[config.mk]
export PLATFORM = sky130hd
export DESIGN_NAME = mm_console_master_b2p_flat
export DESIGN_NICKNAME = d
export VERILOG_FILES = /design/src/rtl/mm_console_pkg.sv /design/src/rtl/mm_console_master_b2p_if.sv /design/src/rtl/mm_console_master_b2p.sv /design/src/flat_wrapper.sv
export SDC_FILE = /design/constraint.sdc
export NUM_CORES = 1
export LEC_CHECK = 0
export CAP_MARGIN = 20
export CORE_UTILIZATION = 45
export CTS_CLUSTER_SIZE = 30
export DETAILED_ROUTE_END_ITERATION = 6
export PLACE_DENSITY = 0.75
export SLEW_MARGIN = 10
export SYNTH_ARGS = -nofsm -noshare
export SYNTH_HDL_FRONTEND = slang
export SYNTH_SLANG_ARGS = --single-unit
export TNS_END_PERCENT = 5
[constraint.sdc]
create_clock -name clk -period 1.6 [get_ports clk]
set_input_delay 0.16 -clock clk [delete_from_list [all_inputs] [get_ports clk]]
set_output_delay 0.16 -clock clk [all_outputs]
set_load 0.005 [all_outputs]
[src/rtl/mm_console_pkg.sv]
// +--------------------------------------------------------------------+
// | mm_console_pkg: framing byte codes and decoder states for the      |
// | console byte/packet converters.                     Revision 1.0   |
// +--------------------------------------------------------------------+
`default_nettype none

package mm_console_pkg;

  localparam logic [7:0] SOP_BYTE  = 8'h7A;
  localparam logic [7:0] EOP_BYTE  = 8'h7B;
  localparam logic [7:0] CHAN_BYTE = 8'h7C;
  localparam logic [7:0] ESC_BYTE  = 8'h7D;
  localparam logic [7:0] ESC_XOR   = 8'h20;

  typedef enum logic [1:0] {
    S_DATA     = 2'd0,
    S_ESC      = 2'd1,
    S_CHAN     = 2'd2,
    S_CHAN_ESC = 2'd3
  } b2p_state_t;

  function automatic logic is_marker(input logic [7:0] b);
    return (b == SOP_BYTE) || (b == EOP_BYTE) || (b == CHAN_BYTE) || (b == ESC_BYTE);
  endfunction

endpackage

`default_nettype wire

[src/rtl/mm_console_master_b2p_if.sv]
// +--------------------------------------------------------------------+
// | mm_console_master_b2p_if: raw byte input and packetised output.    |
// |                                                    Revision 1.0   |
// +--------------------------------------------------------------------+
`default_nettype none

interface mm_console_master_b2p_if #(
  parameter int CHANNEL_WIDTH = 8
);
  logic                     in_valid;
  logic [7:0]               in_data;
  logic                     in_ready;
  logic                     out_valid;
  logic [7:0]               out_data;
  logic                     out_startofpacket;
  logic                     out_endofpacket;
  logic [CHANNEL_WIDTH-1:0] out_channel;
  logic                     out_ready;

  modport slave (
    input  in_valid, in_data, out_ready,
    output in_ready, out_valid, out_data, out_startofpacket,
           out_endofpacket, out_channel
  );

  modport master (
    output in_valid, in_data, out_ready,
    input  in_ready, out_valid, out_data, out_startofpacket,
           out_endofpacket, out_channel
  );
endinterface

`default_nettype wire

[src/rtl/mm_console_master_b2p.sv]
// +--------------------------------------------------------------------+
// | mm_console_master_b2p: strips in-band framing bytes and emits a    |
// | registered Avalon-ST packet stream.                 Revision 1.0   |
// +--------------------------------------------------------------------+
`default_nettype none

module mm_console_master_b2p
  import mm_console_pkg::*;
#(
  parameter int CHANNEL_WIDTH = 8
) (
  input  logic                        clk,
  input  logic                        reset_n,
  mm_console_master_b2p_if.slave      bus
);

  b2p_state_t state_q, state_d;
  logic [7:0] chan_q, chan_d;
  logic       sop_pend_q, sop_pend_d;
  logic       eop_pend_q, eop_pend_d;

  logic                     out_valid_q, out_valid_d;
  logic [7:0]               out_data_q, out_data_d;
  logic                     out_sop_q, out_sop_d;
  logic                     out_eop_q, out_eop_d;
  logic [CHANNEL_WIDTH-1:0] out_chan_q, out_chan_d;

  logic       in_ready;
  logic       accept;
  logic       emit;
  logic [7:0] emit_data;

  assign in_ready = !out_valid_q || bus.out_ready;
  assign accept   = bus.in_valid && in_ready;

  always_comb begin
    state_d    = state_q;
    chan_d     = chan_q;
    sop_pend_d = sop_pend_q;
    eop_pend_d = eop_pend_q;
    emit       = 1'b0;
    emit_data  = bus.in_data;

    if (accept) begin
      unique case (state_q)
        S_DATA: begin
          if (bus.in_data == SOP_BYTE)       sop_pend_d = 1'b1;
          else if (bus.in_data == EOP_BYTE)  eop_pend_d = 1'b1;
          else if (bus.in_data == CHAN_BYTE) state_d    = S_CHAN;
          else if (bus.in_data == ESC_BYTE)  state_d    = S_ESC;
          else                               emit       = 1'b1;
        end
        S_ESC: begin
          // Escaped payload is always data, even if it decodes to a marker code.
          emit      = 1'b1;
          emit_data = bus.in_data ^ ESC_XOR;
          state_d   = S_DATA;
        end
        S_CHAN: begin
          if (bus.in_data == ESC_BYTE)       state_d    = S_CHAN_ESC;
          else if (bus.in_data == SOP_BYTE)  sop_pend_d = 1'b1;
          else if (bus.in_data == EOP_BYTE)  eop_pend_d = 1'b1;
          else if (bus.in_data == CHAN_BYTE) state_d    = S_CHAN;
          else begin
            chan_d  = bus.in_data;
            state_d = S_DATA;
          end
        end
        S_CHAN_ESC: begin
          chan_d  = bus.in_data ^ ESC_XOR;
          state_d = S_DATA;
        end
        default: state_d = S_DATA;
      endcase
    end

    if (emit) begin
      sop_pend_d = 1'b0;
      eop_pend_d = 1'b0;
    end
  end

  // Output slice: load on emit, drain on transfer, otherwise hold.
  always_comb begin
    out_valid_d = out_valid_q;
    out_data_d  = out_data_q;
    out_sop_d   = out_sop_q;
    out_eop_d   = out_eop_q;
    out_chan_d  = out_chan_q;
    if (emit) begin
      out_valid_d = 1'b1;
      out_data_d  = emit_data;
      out_sop_d   = sop_pend_q;
      out_eop_d   = eop_pend_q;
      out_chan_d  = chan_q[CHANNEL_WIDTH-1:0];
    end else if (bus.out_ready) begin
      out_valid_d = 1'b0;
    end
  end

  always_ff @(posedge clk or negedge reset_n) begin
    if (!reset_n) begin
      state_q     <= S_DATA;
      chan_q      <= '0;
      sop_pend_q  <= 1'b0;
      eop_pend_q  <= 1'b0;
      out_valid_q <= 1'b0;
      out_data_q  <= '0;
      out_sop_q   <= 1'b0;
      out_eop_q   <= 1'b0;
      out_chan_q  <= '0;
    end else begin
      state_q     <= state_d;
      chan_q      <= chan_d;
      sop_pend_q  <= sop_pend_d;
      eop_pend_q  <= eop_pend_d;
      out_valid_q <= out_valid_d;
      out_data_q  <= out_data_d;
      out_sop_q   <= out_sop_d;
      out_eop_q   <= out_eop_d;
      out_chan_q  <= out_chan_d;
    end
  end

  assign bus.in_ready          = in_ready;
  assign bus.out_valid         = out_valid_q;
  assign bus.out_data          = out_data_q;
  assign bus.out_startofpacket = out_sop_q;
  assign bus.out_endofpacket   = out_eop_q;
  assign bus.out_channel       = out_chan_q;

endmodule

`default_nettype wire

[src/flat_wrapper.sv]
// flat-port wrapper written by rule: the top's interface ports become plain ports
module mm_console_master_b2p_flat import mm_console_pkg::*;
#(
  parameter int CHANNEL_WIDTH = 8
)
  (clk, reset_n, bus_in_valid, bus_in_data, bus_out_ready, bus_in_ready, bus_out_valid, bus_out_data, bus_out_startofpacket, bus_out_endofpacket, bus_out_channel);
  mm_console_master_b2p_if #(.CHANNEL_WIDTH(CHANNEL_WIDTH)) bus_i ();
  input  logic clk;
  input  logic reset_n;
  input wire logic [$bits(bus_i.in_valid)-1:0] bus_in_valid;
  input wire logic [$bits(bus_i.in_data)-1:0] bus_in_data;
  input wire logic [$bits(bus_i.out_ready)-1:0] bus_out_ready;
  output wire logic [$bits(bus_i.in_ready)-1:0] bus_in_ready;
  output wire logic [$bits(bus_i.out_valid)-1:0] bus_out_valid;
  output wire logic [$bits(bus_i.out_data)-1:0] bus_out_data;
  output wire logic [$bits(bus_i.out_startofpacket)-1:0] bus_out_startofpacket;
  output wire logic [$bits(bus_i.out_endofpacket)-1:0] bus_out_endofpacket;
  output wire logic [$bits(bus_i.out_channel)-1:0] bus_out_channel;
  assign bus_i.in_valid = bus_in_valid;
  assign bus_i.in_data = bus_in_data;
  assign bus_i.out_ready = bus_out_ready;
  assign bus_in_ready = bus_i.in_ready;
  assign bus_out_valid = bus_i.out_valid;
  assign bus_out_data = bus_i.out_data;
  assign bus_out_startofpacket = bus_i.out_startofpacket;
  assign bus_out_endofpacket = bus_i.out_endofpacket;
  assign bus_out_channel = bus_i.out_channel;
  mm_console_master_b2p #(.CHANNEL_WIDTH(CHANNEL_WIDTH)) u_core (.clk(clk), .reset_n(reset_n), .bus(bus_i));
endmodule
==> results of run 1 <==
-- logic make-up after synthesis --
logic type             after synthesis  synth area share [%]
AO/OA/AOI/OAI                       26                  12.6
XOR/XNOR                             2                  2.44
buffers and inverters                9                  5.14
flip-flops                          31                  52.2
multiplexers                        21                  17.7
AND/OR/NAND/NOR                     26                  9.86
-- final timing paths --
kind	slack, ps	start	endpoint
max in group asynchronous	1090	reset_n	u_core.state_q[0]
worst max-delay path	70	u_core.bus.out_valid	bus_in_ready
worst max register to register	140	u_core.state_q[0]	u_core.bus.out_channel[0]
worst min-delay path	230	reset_n	u_core.sop_pend_q
min in group clk	450	bus_out_ready	u_core.bus.out_valid
worst min register to register	500	u_core.chan_q[3]	u_core.chan_q[3]
-- power groups by stage --
stage	Combinational (mW)	Clock, mW	Sequential, mW
CTS	0.383	0.477	0.901
global route	0.415	0.511	0.909
finish	0.382	0.468	0.900
global placement	0.371	0	0.910
floorplan	0.166	0	0.911
detailed placement	0.379	0	0.914
-- per-layer routing --
| metal | up-vias | global-route usage, % |
|---|---|---|
| met2 | 36 | 31.1 |
| met1 | 529 | 24.1 |
| met4 | 0 | 7.82 |
| met5 | - | 0 |
| met3 | 4 | 6.55 |
| li1 | 517 | - |
-- registers in the layout (all words and copies together) (netlist names) --
name,count
u_core.bus.out_channel,8
u_core.bus.out_data,8
u_core.bus.out_endofpacket,1
u_core.bus.out_startofpacket,1
u_core.bus.out_valid,1
u_core.chan_q,8
u_core.eop_pend_q,1
u_core.sop_pend_q,1
u_core.state_q,2
-- cell usage after synthesis --
master	count
a21o_1	1
a21o_2	1
a21oi_1	7
a21oi_4	1
a22o_2	2
a31oi_1	2
and2_4	1
and3_1	1
and3b_1	2
and3b_2	1
buf_12	1
buf_6	2
clkbuf_2	1
clkbuf_8	1
dfrtp_1	31
inv_1	4
mux2_2	10
mux2_4	8
mux2i_1	3
nand2_1	12
nand2b_1	1
nand3_1	2
nand3b_2	1
nand4_1	2
nor2b_1	2
o21ai_0	4
o22a_1	2
o31ai_1	2
o32ai_1	4
or2_2	1
xnor2_1	1
xor2_4	1
-- repair_timing --
item	4_1_cts	5_1_grt
setup endpoints to repair	1	1
buffers inserted	0	1
gates resized for setup	1	0
-- metrics by stage --
stage | total power, mW | setup slack [ps]
after floorplan | 1.08 | -26.5
after CTS | 1.76 | 42.4
after global routing | 1.83 | 3.27
after detailed placement | 1.29 | -209
after global placement | 1.28 | -200
final | 1.75 | 65.7
-- worst max-delay path, cell delays in order, from the launching register on --
cell and delay, ps:
dfrtp_1 420, nand2b_4 110, clkdlybuf4s50_1 510
-- cell usage in the layout (no fill, tap or decap), types with 2 or more instances in the layout --
cell	instances
mux2i_1	3
dfrtp_1	31
a21oi_1	7
clkdlybuf4s50_1	31
o32ai_1	4
nor2b_1	2
inv_1	4
nand4_1	2
nand2_1	12
a31oi_1	2
nand3_1	2
buf_12	2
o21ai_0	4
o22a_1	2
and3b_1	2
o31ai_1	2
buf_4	15
a22o_2	2
mux2_2	10
mux2_4	8
clkbuf_4	5
-- final cells by class --
type                       count  area, µm²
clock inverter                 1       5.00
tap                           44       55.1
fill                         269       1090
clock buffer                   6       51.3
multi-input combinational     75        649
sequential                    31        776
inverter                       4       15.0
timing repair buffer          48        463
==> results_dict.tcl, run 1 <==
set metrics [dict create \
    finalCritPeriodShare_pct 95.9 \
    drive_gt1_share_pct 31.5 \
    met3_length_um 174 \
    yosys_warnings 0 \
    wl_met2_mm 1.41 \
    end_kind "output port" \
    finalSetupViolations 0 \
    grt_max_degree 32 \
    ir_worst_vdd_uv 533 \
    slew_viol_final 0 \
    power.switching_mw 0.449 \
    root_buffer "clkbuf_4" \
    combPwrFrac_pct 21.8 \
    yosys.area.top_type "dfrtp_1" \
    syn_nets 127 \
    pwr-share-clk_pct 26.7 \
    path_max_fanout 4 \
    yosysTopAreaCellShare_pct 52.2 \
    pwr_density_cell_mw_per_mm2 868 \
    cts_tree "yes" \
    fp-row-count 20 \
    cp.arrival_ps 1370 \
    status "finished clean" \
    placedInstanceArea_mm2 0.00194 \
    hold_buffers 0 \
    portBuffers 31 \
    die_h_um 59.5 \
    rsz0062_at_grt "no" \
    synth.avg_cell_area_um2 12.9 \
    routed.top_layer "met4" \
    period_needed_ps 1530 \
    intPower_mw 1.30 \
    start_util_pct 47.9 \
    n_antenna_cell 0 \
    core_mm2 0.00310 \
    remaining_drc_errors 0 \
    switching_share_pct 25.7 \
    ios 32 \
    drtPass1Iterations 4 \
    drtAntennaViolNets 0 \
    fin_nets 177 \
    rr_worst_depth 5 \
    grt_pass1_vias 1105 \
    cts.path.max_buffers 2 \
    met1_length_mm 1.36 \
    antenna_found_initial 0 \
    drv_cap 0 \
    ys_top_cells_by_area "dfrtp_1 52%, mux2_4 8.1%, mux2_2 7.6%" \
    wl_per_cell_um 14.2 \
    skew_ps 5.73 \
    via_per_inst 5.20 \
    num_vias 1086 \
    grt_use_total_pct 19.5 \
    ys_seq_area_share_pct 52.2 \
    die-area_mm2 0.00353 \
    grt_pass1_wl_mm 5.00 \
    tightest_slew_ps 394 \
    startpoint_type "flip-flop" \
    dp_hpwl_mm 2.22 \
    hp-class "in -> async" \
    clk_latency_ps 330 \
    syn_inst 115 \
    post_layout_nonfiller_instances 209 \
    clkSinkCount 31 \
    fin_area_mm2 0.00201 \
    htree_levels 2 \
    routed_wl_mm 2.97 \
    drt_iter0_markers 24 \
    synth_seq_cells 31 \
    whs_ps 228 \
    slew-limit-headroom_pct 73.8 \
    finalSetupTns_ps 0 \
    p_leak_nw 0.936 \
    hold_viol 0 \
    synth.cell_area_mm2 0.00149 \
    ys_types 32 \
    clk_pin_slew_ps 90 \
    cts_buffers 5 \
    die_w_um 59.5 \
    gp_congestion 0.837 \
    path_class "reg -> out" \
    fmax_mhz 652 \
    place_inst 201 \
    critical_path_required_ps 1440 \
    grt_overflow_total 0 \
    area_growth_pct 35.6 \
    pwr-share-seq_pct 51.4 \
    final_util_pct 64.9 \
]
No activity file was read; power rests on OpenSTA's default activity.
==> inputs of run 2 (changes only) <==
MAX_ROUTING_LAYER = met4   (was default)
PLACE_DENSITY = 0.72   (was 0.75)
SLEW_MARGIN = default   (was 10)
clock period = 2 ns   (was 1.6 ns; I/O delays follow)
==> results_dict.tcl, run 2 (synthesized netlist as in run 1, its figures left out) <==
set metrics [dict create \
    rsz0062_at_grt "no" \
    fp-row-count 20 \
    fin_nets 169 \
    dp_hpwl_mm 2.14 \
    n_fill_cell 276 \
    start_util_pct 47.9 \
    cp.buffers_inverters 1 \
    finalSetupTns_ps 0 \
    clk_latency_ps 330 \
    die_h_um 59.5 \
    status "finished clean" \
    startpoint_type "flip-flop" \
    grt_pass1_vias 1084 \
    grt_max_degree 32 \
    die-area_mm2 0.00353 \
    antenna_found_initial 0 \
    intPower_mw 1.16 \
    finalCritPeriodShare_pct 82.1 \
    cts_tree "yes" \
    critical_path_required_ps 1800 \
    skew_ps 13.7 \
    hold_buffers 0 \
    path_class "reg -> out" \
    slowest_delay_ps 530 \
    switching_share_pct 23.6 \
    cts.path.max_buffers 2 \
    hp-class "in -> async" \
    hold_viol 0 \
    slowest_stage "clkdlybuf4s50_1" \
    area_growth_pct 31.7 \
    clk_pin_slew_ps 100 \
    drtPass1Iterations 4 \
    layout_common_cells "31 x clkdlybuf4s50_1, 31 x dfrtp_1, 12 x nand2_1" \
    combPwrFrac_pct 19.0 \
    tightest_slew_ps 391 \
    grt_overflow_total 0 \
    n_antenna_cell 0 \
    slew-limit-headroom_pct 74.0 \
    placedInstanceArea_mm2 0.00187 \
    cts_setup_buffers 0 \
    remaining_drc_errors 0 \
    die_w_um 59.5 \
    num_vias 1069 \
    path_max_fanout 4 \
    slew_viol_final 0 \
    pwr-share-seq_pct 47.4 \
    grt_use_total_pct 19.3 \
    grt_pass1_wl_mm 4.78 \
    fmax_mhz 609 \
    fin_area_mm2 0.00196 \
    whs_ps 250 \
    finalSetupViolations 0 \
    pwr-share-clk_pct 33.6 \
    cts_buffers 5 \
    clkSinkCount 31 \
    crit_family "buffers and inverters" \
    gp_congestion 0.760 \
    drive_gt1_share_pct 27.8 \
    routed_wl_mm 2.93 \
    p_leak_nw 0.895 \
    end_kind "output port" \
    drv_cap 0 \
    core_mm2 0.00310 \
    cp.arrival_ps 1440 \
    htree_levels 2 \
    wl_per_cell_um 14.5 \
    pwr_density_cell_mw_per_mm2 775 \
    via_per_inst 5.29 \
    drtAntennaViolNets 0 \
    period_needed_ps 1640 \
    cts_resized 0 \
    ios 32 \
    root_buffer "clkbuf_4" \
    ir_worst_vdd_uv 440 \
    portBuffers 31 \
    power.switching_mw 0.357 \
    path_cells "nand2b_1 > clkdlybuf4s50_1" \
    drt_iter0_markers 24 \
]
## run 2: cell count changes in the layout (fill, tap and decap cells not counted)
| cell | before | now |
|---|---|---|
| buf_4 | 15 | 8 |
| nand2b_1 | 0 | 1 |
| buf_12 | 2 | 1 |
| nand3b_4 | 1 | 0 |
| nand3b_2 | 0 | 1 |
| nand2b_4 | 1 | 0 |
| bufinv_16 | 0 | 1 |
## run 2: path summary, 6_finish.rpt
kind | end | cells after the start | startpoint | slack, ps
setup / recovery | bus_in_ready | 2 | u_core.bus.out_valid | 360
hold / removal | u_core.bus.out_valid | 2 | reset_n | 250
setup reg to reg | u_core.bus.out_channel[7] | 5 | u_core.state_q[0] | 360
hold reg to reg | u_core.chan_q[3] | 1 | u_core.chan_q[3] | 490
max in group asynchronous | u_core.bus.out_channel[1] | 2 | reset_n | 1450
min in group clk | u_core.bus.out_valid | 3 | bus_out_ready | 490
## run 2: final cells by class
type                    instances  area (µm²)  share of cell area, %
repair buffers                 40         390                   20.0
flip-flops and latches         31         776                   39.7
clock buffers                   6        51.3                   2.62
inverters                       4        15.0                  0.768
clock inverters                 2        35.0                   1.79
well taps                      44        55.1                   2.82
multi-input cells              75         633                   32.4
## run 2: power by group through the flow
stage                     Clock [mW]  Combinational [mW]  Sequential [mW]
after floorplan                    0               0.131            0.729
after global placement             0               0.283            0.728
after detailed placement           0               0.290            0.731
after CTS                      0.522               0.292            0.719
after global routing           0.544               0.312            0.726
final                          0.509               0.288            0.719
## run 2: per-stage QoR
step / total power [mW] / utilization [%] / cells / setup WS, ps
after global placement: 1.01 / 60.2 / 194 / 100
after CTS: 1.53 / 63.0 / 202 / 332
after floorplan: 0.860 / - / 115 / 335
after global routing: 1.58 / 63.0 / 202 / 282
after detailed placement: 1.02 / 60.2 / 194 / 70.3
final: 1.51 / 63.0 / 202 / 358
## run 2: per-layer routing
layer	global-route usage (%)	share of wire (%)	wire length (µm)	vias to the layer above
met5	-	0	0	-
met4	6.12	0.89	26	0
met3	6.77	4.2	124	4
met2	31.1	50	1470	23
met1	22.4	45	1300	539
li1	-	-	-	503
## run 2: worst register-to-register path, cell delays in order, from the launching register on
cell and delay (ps):
dfrtp_1 410, and3b_1 220, and2_4 200, a21oi_4 180
buf_12 170, mux2_2 340
==> inputs of run 3 (changes only) <==
clock period = 1.57 ns   (was 2 ns; I/O delays follow)
==> results_dict.tcl, run 3 (synthesized netlist as in run 1, its figures left out) <==
set metrics [dict create \
    busiest_layer "met2" \
    wl_per_cell_um 14.3 \
    path_class "reg -> out" \
    routed_wl_mm 3.08 \
    fmax_mhz 670 \
    area_growth_pct 37.8 \
    skew_ps 11.1 \
    cp.buffers_inverters 2 \
    grt_max_degree 32 \
    portBuffers 31 \
    antenna_found_initial 0 \
    gr-usage-met1_pct 25.3 \
    finalSetupViolations 0 \
    hp-class "in -> async" \
    root_buffer "clkbuf_4" \
    gp_congestion 0.770 \
    slowest_stage "clkdlybuf4s50_1" \
    fin_nets 184 \
    htree_levels 2 \
    clkSinkCount 31 \
    pwr_density_cell_mw_per_mm2 871 \
    path_cells "buf_4 > clkdlybuf4s50_1" \
    final_util_pct 66.0 \
    die_w_um 59.5 \
    drtPass1Iterations 5 \
    slew-limit-headroom_pct 73.9 \
    num_vias 1112 \
    cts_buffers 5 \
    path_max_fanout 2 \
    combPwrFrac_pct 22.3 \
    finalCritPeriodShare_pct 95.1 \
    ios 32 \
    period_needed_ps 1490 \
    intPower_mw 1.33 \
    clk_pin_slew_ps 100 \
    tightest_slew_ps 392 \
    crit_family "buffers and inverters" \
    pwr-share-clk_pct 26.3 \
    fp-row-count 20 \
    grt_pass1_vias 1109 \
    n_antenna_cell 0 \
    drtAntennaViolNets 0 \
    startpoint_type "flip-flop" \
    cts_tree "yes" \
    drive_gt1_share_pct 34.9 \
    status "finished clean" \
    slowest_delay_ps 490 \
    p_leak_nw 0.967 \
    end_kind "output port" \
    pwr-share-seq_pct 51.4 \
    remaining_drc_errors 0 \
    die-area_mm2 0.00353 \
    switching_share_pct 25.4 \
    grtUsageMet3_pct 6.55 \
    drv_cap 0 \
    cp.arrival_ps 1340 \
    cts.path.max_buffers 2 \
    drt_iter0_markers 27 \
    core_mm2 0.00310 \
    n_fill_cell 273 \
    use_met2_pct 33.7 \
    power.switching_mw 0.453 \
    start_util_pct 47.9 \
    clk_latency_ps 340 \
    rsz0062_at_grt "no" \
    total_power_mw 1.78 \
    grt_overflow_total 0 \
    ir_worst_vdd_uv 694 \
    dp_hpwl_mm 2.31 \
    grt_pass1_wl_mm 5.13 \
    layout_common_cells "31 x dfrtp_1, 30 x clkdlybuf4s50_1, 24 x buf_4" \
    die_h_um 59.5 \
    via_per_inst 5.15 \
    slew_viol_final 0 \
    grt_use_total_pct 20.8 \
    hold_viol 0 \
    critical_path_required_ps 1410 \
    hold_buffers 0 \
    layout_commonest_cell "dfrtp_1" \
]
run 3: metal layers:
| layer | routed length (µm) | vias up |
|---|---|---|
| met5 | 0 | - |
| met4 | 27 | 0 |
| met3 | 141 | 4 |
| met2 | 1560 | 30 |
| met1 | 1350 | 549 |
| li1 | - | 529 |
run 3: repair_timing:
action,4_1_cts,5_1_grt
setup endpoints to repair,1,2
pin swaps,0,0
resized for setup,1,2
buffers inserted,2,0
run 3: layout make-up:
class                           count  area (µm²)  area share (%)
Sequential cell                    31         776            37.9
Timing Repair Buffer               55         493            24.1
Inverter                            4        15.0           0.733
Multi-Input combinational cell     75         652            31.8
Tap cell                           44        55.1            2.69
Clock buffer                        6        51.3            2.51
Clock inverter                      1        5.00           0.244
run 3: power by group through the flow:
stage / Combinational, mW / Clock, mW / Sequential (mW)
6_report: 0.397 / 0.469 / 0.917
5_1_grt: 0.434 / 0.516 / 0.927
4_1_cts: 0.402 / 0.483 / 0.918
3_5_place_dp: 0.389 / 0 / 0.933
3_3_place_gp: 0.381 / 0 / 0.928
2_1_floorplan: 0.169 / 0 / 0.929
run 3: final timing paths:
check / startpoint / to / slack (ps) / depth (start not counted)
worst min register to register: u_core.chan_q[6] / u_core.bus.out_channel[6] / 510 / 1
worst max-delay path: u_core.bus.out_valid / bus_out_valid / 80 / 2
max in group asynchronous: reset_n / u_core.bus.out_channel[3] / 1070 / 2
worst min-delay path: reset_n / u_core.bus.out_data[7] / 210 / 2
min in group clk: bus_out_ready / u_core.bus.out_valid / 460 / 3
worst max register to register: u_core.bus.out_valid / u_core.bus.out_startofpacket / 100 / 6
run 3: metrics by stage:
step	cells	setup TNS, ps	hold WS, ps	setup WS, ps	instance area [µm²]
6_report	216	0	209	76.9	2050
5_1_grt	216	0	231	19.6	2050
4_1_cts	216	0	214	2.19	2040
3_5_place_dp	207	-5190	489	-243	1960
3_3_place_gp	207	-4120	480	-231	1960
2_1_floorplan	115	-452	-139	-56.5	1490
run 3: worst reg2reg max path, cell delays in order, from the launching register on:
cell      delay [ps]
dfrtp_1          410
nand2b_4          80
buf_4            130
nand3b_4          90
a21oi_4          140
buf_4            200
mux2_4           310
